<file path="src/rtl/obstacle_streamer_pkg.sv">
`default_nettype none
// ============================================================================
// Module      : obstacle_streamer_pkg
// Description : Obstacle type codes, FSM states and obstacle word layout
//               shared by the obstacle streamer and its row ring buffer.
// Revision    : 1.0 - initial release
// ============================================================================
package obstacle_streamer_pkg;

  typedef enum logic [2:0] {
    EMPTY  = 3'b000,
    LOW    = 3'b001,
    HIGH   = 3'b010,
    MID    = 3'b011,
    TRAIN  = 3'b100,
    RAMP   = 3'b101,
    MOVING = 3'b110
  } obstacle_type_e;

  typedef enum logic [1:0] {
    IDLE    = 2'd0,
    SCAN    = 2'd1,
    ADVANCE = 2'd2
  } state_e;

  localparam int RAMP_FIRST_OFFSET = 256;

  localparam int LANES      = 3;
  localparam int ENTRY_BITS = 4;
  localparam int ROW_BITS   = LANES * ENTRY_BITS;

  localparam int OBS_BITS       = 16;
  localparam int OBS_TYPE_LSB   = 13;
  localparam int OBS_TYPE_BITS  = 3;
  localparam int OBS_LANE_LSB   = 11;
  localparam int OBS_LANE_BITS  = 2;
  localparam int OBS_DEPTH_LSB  = 0;
  localparam int OBS_DEPTH_BITS = 11;

  function automatic logic [OBS_BITS-1:0] pack_obstacle(
    input logic [OBS_TYPE_BITS-1:0]  typ,
    input logic [OBS_LANE_BITS-1:0]  lane,
    input logic [OBS_DEPTH_BITS-1:0] depth
  );
    logic [OBS_BITS-1:0] word;
    word = '0;
    word[OBS_TYPE_LSB  +: OBS_TYPE_BITS]  = typ;
    word[OBS_LANE_LSB  +: OBS_LANE_BITS]  = lane;
    word[OBS_DEPTH_LSB +: OBS_DEPTH_BITS] = depth;
    return word;
  endfunction

endpackage
`default_nettype wire

</file>
<file path="src/rtl/obstacle_streamer_row_fifo.sv">
`default_nettype none
// ============================================================================
// Module      : row_fifo
// Description : ROWS-deep ring buffer of half-block rows with push, pop,
//               occupancy count, sticky underflow and random read by row.
// Revision    : 1.0 - initial release
// ============================================================================
module row_fifo
  import obstacle_streamer_pkg::*;
#(
  parameter int ROWS  = 8,
  parameter int WIDTH = ROW_BITS
) (
  input  logic                      clk,
  input  logic                      rst_n,
  input  logic                      push,
  input  logic [WIDTH-1:0]          push_data,
  input  logic                      pop,
  input  logic [$clog2(ROWS)-1:0]   rd_row,
  output logic [WIDTH-1:0]          rd_data,
  output logic [$clog2(ROWS):0]     count,
  output logic                      underflow
);

  localparam int c_PTR_W = $clog2(ROWS);
  localparam int c_CNT_W = c_PTR_W + 1;

  logic [WIDTH-1:0]   r_mem [ROWS];
  logic [c_PTR_W-1:0] r_head;
  logic [c_PTR_W-1:0] r_tail;
  logic [c_CNT_W-1:0] r_count;
  logic               r_underflow;
  logic [c_PTR_W-1:0] w_rd_idx;

  // Storage is deliberately left out of reset.
  always_ff @(posedge clk) begin
    if (push) begin
      r_mem[r_tail] <= push_data;
    end
  end

  // The caller never pushes and pops in the same cycle; push takes priority.
  always_ff @(posedge clk or negedge rst_n) begin
    if (!rst_n) begin
      r_head      <= '0;
      r_tail      <= '0;
      r_count     <= '0;
      r_underflow <= 1'b0;
    end else if (push) begin
      r_tail  <= r_tail + c_PTR_W'(1);
      r_count <= r_count + c_CNT_W'(1);
    end else if (pop) begin
      if (r_count == '0) begin
        r_underflow <= 1'b1;
      end else begin
        r_head  <= r_head + c_PTR_W'(1);
        r_count <= r_count - c_CNT_W'(1);
      end
    end
  end

  assign w_rd_idx  = r_head + rd_row;
  assign rd_data   = r_mem[w_rd_idx];
  assign count     = r_count;
  assign underflow = r_underflow;

endmodule
`default_nettype wire

</file>
<file path="src/rtl/obstacle_streamer.sv">
`default_nettype none
// ============================================================================
// Module      : obstacle_streamer
// Description : Buffers generator rows and, once per frame, streams every
//               (row, lane) entry as an obstacle word, then advances progress.
//               Define SKIP_EMPTY_EN to suppress pulses for empty entries.
// Revision    : 1.0 - initial release
// ============================================================================
module obstacle_streamer
  import obstacle_streamer_pkg::*;
#(
  parameter int HALF_BLOCK_LENGTH = 64,
  parameter int ROWS              = 8
) (
  input  logic                                 clk,
  input  logic                                 rst_n,
  input  logic                                 new_frame,
  input  logic [3:0]                           speed,
  input  logic                                 game_over,
  input  logic [11:0]                          row_data,
  input  logic                                 row_valid,
  output logic                                 row_ready,
  output logic [15:0]                          obstacle,
  output logic                                 obstacle_valid,
  output logic                                 firstrow,
  output logic [$clog2(HALF_BLOCK_LENGTH)-1:0] half_block_progress,
  output logic [$clog2(ROWS):0]                rows_buffered,
  output logic                                 scan_busy,
  output logic                                 underflow
);

  localparam int c_PROG_W = $clog2(HALF_BLOCK_LENGTH);
  localparam int c_PTR_W  = $clog2(ROWS);
  localparam int c_CNT_W  = c_PTR_W + 1;

  state_e              r_state;
  logic [c_PTR_W-1:0]  r_scan_row;
  logic [1:0]          r_scan_lane;
  logic [c_PROG_W-1:0] r_progress;
  logic                r_row_ready;
  logic [15:0]         r_obstacle;
  logic                r_obstacle_valid;
  logic                r_firstrow;
  logic                r_scan_busy;

  logic [ROW_BITS-1:0] w_rd_data;
  logic [c_CNT_W-1:0]  w_count;
  logic [c_CNT_W-1:0]  w_count_next;
  logic                w_underflow;
  logic                w_push;
  logic                w_pop;
  logic                w_advance;
  logic [8:0]          w_prog_sum;
  logic                w_wrap;
  logic                w_last_visit;
  logic                w_row_live;
  logic [3:0]          w_entry;
  logic [10:0]         w_depth;
  logic                w_emit;
  state_e              w_state_next;

  row_fifo #(
    .ROWS  (ROWS),
    .WIDTH (ROW_BITS)
  ) u_row_fifo (
    .clk       (clk),
    .rst_n     (rst_n),
    .push      (w_push),
    .push_data (row_data),
    .pop       (w_pop),
    .rd_row    (r_scan_row),
    .rd_data   (w_rd_data),
    .count     (w_count),
    .underflow (w_underflow)
  );

  assign w_push     = row_valid & r_row_ready;
  assign w_advance  = (r_state == ADVANCE) && !game_over;
  assign w_prog_sum = 9'(r_progress) + 9'(speed);
  assign w_wrap     = w_prog_sum >= 9'(HALF_BLOCK_LENGTH);
  assign w_pop      = w_advance && w_wrap;

  assign w_last_visit = (r_state == SCAN) &&
                        (r_scan_row == c_PTR_W'(ROWS - 1)) &&
                        (r_scan_lane == 2'd2);

  always_comb begin
    w_count_next = w_count;
    if (w_push) begin
      w_count_next = w_count + c_CNT_W'(1);
    end else if (w_pop && (w_count != '0)) begin
      w_count_next = w_count - c_CNT_W'(1);
    end
  end

  always_comb begin
    w_state_next = r_state;
    case (r_state)
      IDLE:    if (new_frame) w_state_next = SCAN;
      SCAN:    if (w_last_visit) w_state_next = ADVANCE;
      ADVANCE: w_state_next = IDLE;
      default: w_state_next = IDLE;
    endcase
  end

  // Rows beyond the buffered count read back as empty regardless of memory.
  assign w_row_live = {1'b0, r_scan_row} < w_count;

  always_comb begin
    w_entry = '0;
    case (r_scan_lane)
      2'd0:    w_entry = w_rd_data[3:0];
      2'd1:    w_entry = w_rd_data[7:4];
      default: w_entry = w_rd_data[11:8];
    endcase
    if (!w_row_live) begin
      w_entry = '0;
    end
  end

  assign w_depth = 11'(r_scan_row) * 11'(HALF_BLOCK_LENGTH) +
                   (w_entry[3] ? 11'(RAMP_FIRST_OFFSET) : 11'd0);

`ifdef SKIP_EMPTY_EN
  assign w_emit = (r_state == SCAN) && (w_entry[2:0] != EMPTY);
`else
  assign w_emit = (r_state == SCAN);
`endif

  always_ff @(posedge clk or negedge rst_n) begin
    if (!rst_n) begin
      r_state          <= IDLE;
      r_scan_row       <= '0;
      r_scan_lane      <= '0;
      r_progress       <= '0;
      r_row_ready      <= 1'b0;
      r_obstacle       <= '0;
      r_obstacle_valid <= 1'b0;
      r_firstrow       <= 1'b0;
      r_scan_busy      <= 1'b0;
    end else begin
      r_state     <= w_state_next;
      r_scan_busy <= (w_state_next != IDLE);
      r_row_ready <= (w_state_next == IDLE) && (w_count_next < c_CNT_W'(ROWS));

      if (r_state == SCAN) begin
        if (r_scan_lane == 2'd2) begin
          r_scan_lane <= 2'd0;
          r_scan_row  <= r_scan_row + c_PTR_W'(1);
        end else begin
          r_scan_lane <= r_scan_lane + 2'd1;
        end
      end else begin
        r_scan_lane <= 2'd0;
        r_scan_row  <= '0;
      end

      r_obstacle_valid <= w_emit;
      r_firstrow       <= w_emit && (r_scan_row == '0);
      if (w_emit) begin
        r_obstacle <= pack_obstacle(w_entry[2:0], r_scan_lane, w_depth);
      end

      if (w_advance) begin
        r_progress <= w_wrap ? '0 : w_prog_sum[c_PROG_W-1:0];
      end
    end
  end

  assign row_ready           = r_row_ready;
  assign obstacle            = r_obstacle;
  assign obstacle_valid      = r_obstacle_valid;
  assign firstrow            = r_firstrow;
  assign half_block_progress = r_progress;
  assign rows_buffered       = w_count;
  assign scan_busy           = r_scan_busy;
  assign underflow           = w_underflow;

endmodule
`default_nettype wire

</file>
<file path="config.mk">
export PLATFORM = sky130hd
export DESIGN_NAME = obstacle_streamer
export DESIGN_NICKNAME = d
export VERILOG_FILES = /design/src/rtl/obstacle_streamer_pkg.sv /design/src/rtl/obstacle_streamer_row_fifo.sv /design/src/rtl/obstacle_streamer.sv
export SDC_FILE = /design/constraint.sdc
export NUM_CORES = 1
export LEC_CHECK = 0
export BUFFER_PORTS_ARGS = -buffer_cell sky130_fd_sc_hd__buf_2
export CORE_ASPECT_RATIO = 0.6
export CORE_MARGIN = 3
export CORE_UTILIZATION = 53
export CTS_CLUSTER_SIZE = 24
export DETAILED_ROUTE_END_ITERATION = 8
export GPL_TIMING_DRIVEN = 0
export PLACE_DENSITY = 0.83
export SLEW_MARGIN = 20
export SYNTH_ARGS = -nofsm -noshare
export SYNTH_HDL_FRONTEND = slang
export SYNTH_SLANG_ARGS = --single-unit
</file>
<file path="constraint.sdc">
create_clock -name clk -period 2.8 [get_ports clk]
set_input_delay 0.56 -clock clk [delete_from_list [all_inputs] [get_ports clk]]
set_output_delay 0.56 -clock clk [all_outputs]
set_load 0.01 [all_outputs]
</file>
==> results of run 1 <==
through the flow:
| step | setup WS (ns) | utilization (%) | instance area [um^2] |
|---|---|---|---|
| global placement | -0.778 | 59.9 | 6020 |
| CTS | -0.104 | 67.4 | 6780 |
| detailed placement | -0.402 | 60.8 | 6110 |
| global route | -0.109 | 67.9 | 6830 |
| finish | -0.0388 | 67.9 | 6830 |
| floorplan | 0.0124 | - | 5630 |
state kept, by name, indices dropped and copies added (netlist names):
register              count
u_row_fifo.r_mem         96
obstacle                  9
half_block_progress       6
u_row_fifo.count          4
r_scan_row                3
u_row_fifo.r_head         3
u_row_fifo.r_tail         3
r_scan_lane               2
r_state                   2
firstrow                  1
obstacle_valid            1
row_ready                 1
scan_busy                 1
u_row_fifo.underflow      1
routing by layer:
layer / global-route usage (%) / wire length, um / vias up
li1: - / - / 1422
met1: 30.0 / 5270 / 1681
met2: 32.4 / 5590 / 108
met3: 7.47 / 864 / 19
met4: 7.19 / 155 / 0
met5: 0 / 0 / -
worst max-delay path by stage:
stage / depth (start not counted) / end / slack [ns]
floorplan: 10 / obstacle[8] / 0.01
global placement: 3 / u_row_fifo.r_mem[0][9] / -0.78
detailed placement: 10 / obstacle[8] / -0.40
CTS: 10 / obstacle[8] / -0.10
global route: 11 / obstacle[8] / -0.11
finish: 10 / obstacle[8] / -0.04
Yosys cell counts, drive strengths merged, types with 5 or more instances:
| master | n |
|---|---|
| dfrtp | 37 |
| a22o | 5 |
| ha | 15 |
| nor3 | 7 |
| clkbuf | 5 |
| edfxtp | 96 |
| mux2 | 7 |
| nor2 | 14 |
| buf | 14 |
| mux2i | 11 |
| mux4 | 24 |
| nand2 | 17 |
| xnor2 | 6 |
| inv | 9 |
power breakdown:
| group | leakage (nW) | internal [W] | total, W | switching [W] |
|---|---|---|---|---|
| combinational | 1.07 | 0.000914 | 0.00178 | 0.000864 |
| sequential | 1.33 | 0.00228 | 0.00247 | 0.000187 |
| clock | 0.295 | 0.00147 | 0.00226 | 0.000787 |
cells by family (layout without fill, tap and decap cells):
logic type               after synthesis  in the layout  synth area share, %
flip-flops                           133            133                 68.0
AND/OR/NAND/NOR                       61             61                 5.43
multiplexers                          42             42                 13.4
AO/OA/AOI/OAI                         32             32                 4.29
buffers and inverters                 28            117                 2.75
adder cells (fa/ha/maj)               17             17                 4.07
XOR/XNOR                              11             11                 1.99
other                                  1              7               0.0670
cell type report:
| type | instances | area (um^2) |
|---|---|---|
| flip-flops and latches | 133 | 3810 |
| multi-input cells | 170 | 1730 |
| fillers | 623 | 3230 |
| inverters | 9 | 33.8 |
| plain buffers | 18 | 138 |
| clock inverters | 12 | 161 |
| clock buffers | 19 | 433 |
| well taps | 135 | 169 |
| repair buffers | 59 | 348 |
what timing repair did:
item | 4_1_cts | 5_1_grt
resized for setup | 7 | 6
setup endpoints to repair | 2 | 2
setup buffers | 7 | 2
pin swaps | 4 | 1
layout by cell type (no fill, tap or decap), drive strengths merged, types with 2 or more instances in the layout:
master,netlist,routed
nand2b,3,3
conb,1,7
xor2,4,4
nor2b,3,3
a22oi,3,3
nor3,7,7
a31oi,2,2
dfrtp,37,37
a22o,5,5
o311ai,2,2
and3,4,4
fa,2,2
a21oi,3,3
mux2i,11,11
o21a,2,2
inv,9,9
mux2,7,7
nor2,14,14
nand2,17,17
bufinv,0,4
edfxtp,96,96
a21o,4,4
clkbuf,5,24
ha,15,15
nand3,4,4
o21ai,4,4
mux4,24,24
buf,14,72
a32o,2,2
clkinv,0,8
xnor2,6,6
==> metrics.cfg, run 1 <==
[run_status]
status=complete, but fails checks
violations=negative setup slack

[finish]
num_antenna_cells=0
finalNonFillerCells=555
final_nets=446
syn_to_final_growth_pct=21.9
drive_gt1_share_pct=34.0

[global_routing]
grt_use_total_pct=21.5
grt_pass1_wl_um=18800
gr-total-overflow=0
antenna_found_initial=0
grt_pass1_vias=3327
grt_max_degree=38

[placed_design]
place_hpwl_um=7700
port_buffers=44
routabilityCongestion=0.769
dp.cells=516

[clocking]
numCtsBuffers=17
cts.clk_slew.worst_paths_ns=0.06
clock_latency_ns=0.42
h-tree-depth=4
clk_path_buf_depth=2
cts_sinks=133
cts_tree=done
cts-root-buf=clkbuf_16
cts_hold_buffers=0

[floorplan]
die_w_um=139
rows=28
die_h_um=85.6
core_um2=10100
start_util_pct=55.7
die-area_um2=11900
io_pins=52

[sta]
rsz0062_at_grt=true
tightest_slew_ns=0.925
hold-worst-slack_ns=0.237
fin_skew_ns=0.00658
finalCriticalPeriod_ns=2.84
fin_crit_sh_pct=101
hold_violations=0
max_freq_mhz=352
slew_headroom_pct=38.3
setup_viol=1
timing.setup.tns_ns=-0.0388
slew_viol_final=0
final.setup.worst_slack_ns=-0.0388

[critical_path]
critical_path_class=reg -> reg
crit_arrival_ns=3.13
cpMostUsedCell=ha_4
cp_slowest_cell=fa_2
worstSetupEndpointType=flop
r2r-end=obstacle[8]
crit_path_start=r_scan_row[0]
worstSetupStartpointType=flop
path_delay_family=adder cells
path_buf_inv=2
cp.required_ns=3.10
path_max_fanout=7
path_cells=ha_4 > fa_2 > buf_8 > buf_12 > mux4_2 > mux2i_2 > a22oi_2 > and3_4 > ha_4 > mux2_2
rrSetupSlack_ns=-0.04
cpPeakStageDelay_ns=0.57
timing.rr.start=r_scan_row[0]
rr_worst_depth=10

[routing]
num_vias=3230
drt-pass1-iter-count=6
ant_nets=0
drt-initial-drc-count=243
viasPerCell=5.82
wl_per_cell_um=21.4
wirelength_um=11900
drc=0

[power_and_ir_drop]
p_leak_nw=2.70
design_power_total_w=0.00650
vdd_drop_max_mv=0.581
p_per_area_nw_per_um2=952

[synth]
yosys_most_used_dff=edfxtp_1
synth_area_um2=5600
synth.area.top_cells=edfxtp_1, dfrtp_1, mux4_2
synthCells=325
syn_avg_cell_area_um2=17.2
yosys.area.top_type=edfxtp_1
ys.warnings.count=0
synth_cell_types=48
yosysSeqAreaShare_pct=68.0
synth_seq_cells=133
synth_edf_count=96
synthArstFlopShare_pct=27.8
synth_top_area_share_pct=51.5

[min_path]
hold_path_class=in -> async

[flow_run]
max_cap_violations=0

(Power assumes the default switching activity.)
==> run 2, diff against run 1 <==
--- a/config.mk
+++ b/config.mk
@@ -7,7 +7,6 @@
 export LEC_CHECK = 0
 export BUFFER_PORTS_ARGS = -buffer_cell sky130_fd_sc_hd__buf_2
 export CORE_ASPECT_RATIO = 0.6
-export CORE_MARGIN = 3
 export CORE_UTILIZATION = 53
 export CTS_CLUSTER_SIZE = 24
 export DETAILED_ROUTE_END_ITERATION = 8
==> run 2 against run 1 <==
Net effect:
- the run now ends clean
- setup slack improved by 0.054 ns
- total power increased by 5.7%
- sequential share of layout area decreased by 0.87 points
- via count increased by 0.19%
- combinational power increased by 2%
- design area increased by 1.6%
- die area decreased by 7.4%
- critical path depth decreased by 1
- count of clock-buffer cells in the layout increased by 3
- largest cell class unchanged
==> metrics.cfg, run 2 (synthesis gave the netlist of run 1 again) <==
[sta]
tightest_slew_ns=0.882
final.setup.worst_slack_ns=0.0151
slew_headroom_pct=41.1
max_freq_mhz=359
timing.setup.tns_ns=0
hold_violations=0
finalCriticalPeriod_ns=2.78
fin_crit_sh_pct=99.5
fin_skew_ns=0.00845
rsz0062_at_grt=true
setup_viol=0
hold-worst-slack_ns=0.245
slew_viol_final=0

[run_status]
status=complete, no violations

[critical_path]
critical_path_class=reg -> reg
rrSetupSlack_ns=0.02
crit_arrival_ns=3.08
cp.required_ns=3.10
worstSetupStartpointType=flop
worstSetupEndpointType=flop
path_max_fanout=10

[floorplan]
start_util_pct=55.7
rows=28
core_um2=10100
die_h_um=81.6
die_w_um=135
die-area_um2=11000
io_pins=52

[finish]
drive_gt1_share_pct=34.3
multiInputGateArea_um2=1720
layout_common_cells=edfxtp_1, buf_2, dfrtp_1
regMostFlops=u_row_fifo.r_mem
syn_to_final_growth_pct=23.8
fin_area_um2=6930
regArea_um2=3810
largest_register_ffs=96
final_common_cell=edfxtp_1
num_antenna_cells=0
final_nets=448
nFillCells=631

[clocking]
cts.clk_slew.worst_paths_ns=0.05
cts-root-buf=clkbuf_16
cts_tree=done
cts_hold_buffers=0
clock_latency_ns=0.42
cts_sinks=133
clk_path_buf_depth=2
numCtsBuffers=17
h-tree-depth=4

[routing]
drc=0
wirelength_um=11900
num_vias=3236
drt-pass1-iter-count=5
viasPerCell=5.80
drt-initial-drc-count=298
wl_per_cell_um=21.3
ant_nets=0

[global_routing]
grt_pass1_wl_um=18300
gr-total-overflow=0
grt_pass1_vias=3291
antenna_found_initial=0
grt_use_total_pct=24.0
grt_max_degree=38

[placed_design]
place_ws_ns=-0.435
routabilityCongestion=0.807
post_dp_cell_area_um2=6120
port_buffers=44
place_hpwl_um=7680

[power_and_ir_drop]
p_per_area_nw_per_um2=991
p_leak_nw=2.75
vdd_drop_max_mv=0.521

[flow_run]
max_cap_violations=0

[min_path]
hold_path_class=in -> async

-- run 2: cell types whose count changed in the layout (fill, tap and decap cells not counted), sizes merged --
| cell | delta |
|---|---|
| buf | +2 |
| clkinv | -5 |
| bufinv | +3 |
| clkbuf | +3 |
-- run 2: power breakdown --
part / internal, W / leakage (nW) / switching [W]
logic: 0.000948 / 1.08 / 0.000873
clock network: 0.00180 / 0.336 / 0.000786
registers: 0.00228 / 1.33 / 0.000182
-- run 2: metal layers --
layer	up-vias	GRT usage, %	share of wire (%)
met3	22	7.04	7.3
met1	1664	34.0	44
met5	-	0	0
met2	129	35.8	47
met4	0	8.65	1.9
li1	1421	-	-
-- run 2: stage by stage --
step | cells | util [%] | total power (W)
6_report | 558 | 69.0 | 0.00687
5_1_grt | 558 | 69.0 | 0.00714
4_1_cts | 557 | 68.8 | 0.00684
3_5_place_dp | 517 | 60.9 | 0.00408
3_3_place_gp | 510 | 59.9 | 0.00398
2_1_floorplan | 331 | - | 0.00359
-- run 2: final timing paths --
check / from / to / cells past startpoint
setup / recovery: r_scan_row[0] / obstacle[8] / 9
hold / removal: rst_n / half_block_progress[0] / 1
setup reg to reg: r_scan_row[0] / obstacle[8] / 9
hold reg to reg: u_row_fifo.underflow / u_row_fifo.underflow / 1
max in group asynchronous: rst_n / r_scan_row[0] / 1
min in group clk: row_data[7] / u_row_fifo.r_mem[5][7] / 1
-- run 2: final cells by class --
cell class / instances / share of cell area, %
Clock inverter: 10 / 3.23
Multi-Input combinational cell: 170 / 24.8
Buffer: 18 / 2.22
Tap cell: 135 / 2.44
Inverter: 9 / 0.487
Sequential cell: 133 / 55.0
Timing Repair Buffer: 61 / 5.18
Clock buffer: 22 / 6.70
-- run 2: critical path, cell delays in order, from the launching register on --
cell and delay, ns:
dfrtp_2 0.44, ha_4 0.17, fa_2 0.56, buf_12 0.14, mux4_2 0.30, mux2i_2 0.18
nand2_1 0.10, and3_4 0.22, ha_1 0.26, mux2_2 0.27
-- run 2: what timing repair did --
item                       CTS  global route
pin swaps                    1             1
buffers inserted             9             1
setup endpoints to repair    2             1
resized for setup           12             2
==> run 3, diff against run 2 <==
--- a/config.mk
+++ b/config.mk
@@ -7,11 +7,13 @@
 export LEC_CHECK = 0
 export BUFFER_PORTS_ARGS = -buffer_cell sky130_fd_sc_hd__buf_2
 export CORE_ASPECT_RATIO = 0.6
-export CORE_UTILIZATION = 53
+export CORE_UTILIZATION = 55
+export CTS_BUF_LIST = sky130_fd_sc_hd__clkbuf_2 sky130_fd_sc_hd__clkbuf_4 sky130_fd_sc_hd__clkbuf_8
 export CTS_CLUSTER_SIZE = 24
 export DETAILED_ROUTE_END_ITERATION = 8
 export GPL_TIMING_DRIVEN = 0
-export PLACE_DENSITY = 0.83
+export PLACE_DENSITY = 0.86
+export RECOVER_POWER = 50
 export SLEW_MARGIN = 20
 export SYNTH_ARGS = -nofsm -noshare
 export SYNTH_HDL_FRONTEND = slang
==> run 3 against run 2 <==
Net effect:
- the run now ends with max-capacitance violations, max-slew violations left
- cell count up 0.54%
- largest power group is now registers
- clock skew fell by 0.00063 ns
- sequential share of layout area increased by 2.2 points
- core utilization shrank 1.4 points
==> metrics.cfg, run 3 (synthesis gave the netlist of run 1 again) <==
[clocking]
numCtsBuffers=17
h-tree-depth=4
cts_hold_buffers=0
clock_latency_ns=0.43
cts.clk_slew.worst_paths_ns=0.07
clk_path_buf_depth=2
cts-root-buf=clkbuf_8
cts_sinks=133
cts_tree=done

[sta]
slew_viol_final=38
tightest_slew_ns=1.99
finalCriticalPeriod_ns=2.79
setup_viol=0
slew_headroom_pct=-33.0
hold_violations=0
fin_crit_sh_pct=99.5
fin_skew_ns=0.00782
final.setup.worst_slack_ns=0.0135
rsz0062_at_grt=true
max_freq_mhz=359
timing.setup.tns_ns=0

[floorplan]
die-area_um2=10600
start_util_pct=56.7
rows=28
io_pins=52
core_um2=9880
die_h_um=80.1
die_w_um=132

[placed_design]
post_dp_cell_area_um2=6110
routabilityCongestion=0.800
port_buffers=44
place_hpwl_um=7570
place_ws_ns=-0.391

[routing]
wirelength_um=11600
wl_per_cell_um=20.6
ant_nets=0
viasPerCell=5.77
drt-initial-drc-count=389
drc=0
drt-pass1-iter-count=5
num_vias=3239

[power_and_ir_drop]
p_leak_nw=2.61
p_per_area_nw_per_um2=894
vdd_drop_max_mv=0.509

[finish]
largest_register_ffs=96
num_antenna_cells=0
final_nets=451
regMostFlops=u_row_fifo.r_mem
layout_common_cells=edfxtp_1, dfrtp_1, buf_2
syn_to_final_growth_pct=19.2
final_common_cell=edfxtp_1
nFillCells=654
fin_area_um2=6670
drive_gt1_share_pct=32.6

[flow_run]
max_cap_violations=1

[global_routing]
grt_max_degree=38
grt_pass1_wl_um=17600
grt_use_total_pct=23.7
gr-total-overflow=0
grt_pass1_vias=3204
antenna_found_initial=0

[critical_path]
critical_path_class=reg -> reg
worstSetupStartpointType=flop
crit_arrival_ns=3.11
worstSetupEndpointType=flop
cp.required_ns=3.12
timing.rr.start=r_scan_row[0]
crit_path_start=r_scan_row[0]
path_max_fanout=8

[min_path]
min_from=new_frame
hold_path_class=in -> reg

[run_status]
status=complete, but fails checks
violations=max-capacitance violations, max-slew violations

## run 3: cell types whose count changed in the layout (fill, tap and decap cells not counted), sizes merged
cell	previous run	this run
buf	74	64
clkbuf	27	41
clkinvlp	0	2
clkinv	3	4
bufinv	7	3
## run 3: metal layers
metal / up-vias / global-route usage, % / wire length [um]
met5: - / 0 / 0
li1: 1423 / - / -
met4: 0 / 9.43 / 206
met2: 132 / 37.8 / 5450
met3: 30 / 5.93 / 651
met1: 1654 / 32.0 / 5270
## run 3: stage by stage
stage               cells  utilization, %  power (W)  hold slack (ns)
floorplan             331               -    0.00359            0.264
global placement      510            60.9    0.00398            0.443
detailed placement    517            61.9    0.00407            0.465
CTS                   559            67.5    0.00594            0.215
global route          561            67.5    0.00622            0.388
finish                561            67.5    0.00596            0.386
## run 3: area by class of cell
| class | instances | area, um^2 | share of cell area [%] |
|---|---|---|---|
| plain buffers | 18 | 154 | 2.31 |
| clock inverters | 9 | 125 | 1.88 |
| clock buffers | 23 | 298 | 4.46 |
| flip-flops and latches | 133 | 3810 | 57.1 |
| repair buffers | 64 | 362 | 5.42 |
| multi-input cells | 170 | 1720 | 25.8 |
| well taps | 135 | 169 | 2.53 |
| inverters | 9 | 33.8 | 0.506 |
## run 3: path summary, 6_finish.rpt
path | slack [ns] | depth (start not counted) | end
worst max-delay path | 0.01 | 9 | obstacle[8]
worst min-delay path | 0.39 | 3 | scan_busy
worst max register to register | 0.01 | 9 | obstacle[8]
worst min register to register | 0.48 | 1 | u_row_fifo.underflow
max in group asynchronous | 0.83 | 1 | r_scan_row[0]
min in group asynchronous | 0.69 | 1 | obstacle[11]
## run 3: worst max-delay path, cell delays in order (launching register included)
cell     delay, ns
dfrtp_2       0.44
ha_4          0.17
fa_2          0.57
buf_12        0.14
mux4_2        0.31
mux2i_2       0.22
a22oi_2       0.09
and3_1        0.17
ha_1          0.28
mux2_2        0.26
## run 3: repair_timing
action | CTS | global route
setup buffers | 11 | 2
hold endpoints to repair | 0 | 0
resized for setup | 13 | 1
pin swaps | 1 | 1
endpoints found under the setup margin | 2 | 4
## run 3: where the power goes
group / internal (W) / switching, W / leakage, nW
Combinational: 0.000954 / 0.000881 / 1.06
Clock: 0.000976 / 0.000703 / 0.216
Sequential: 0.00228 / 0.000174 / 1.33
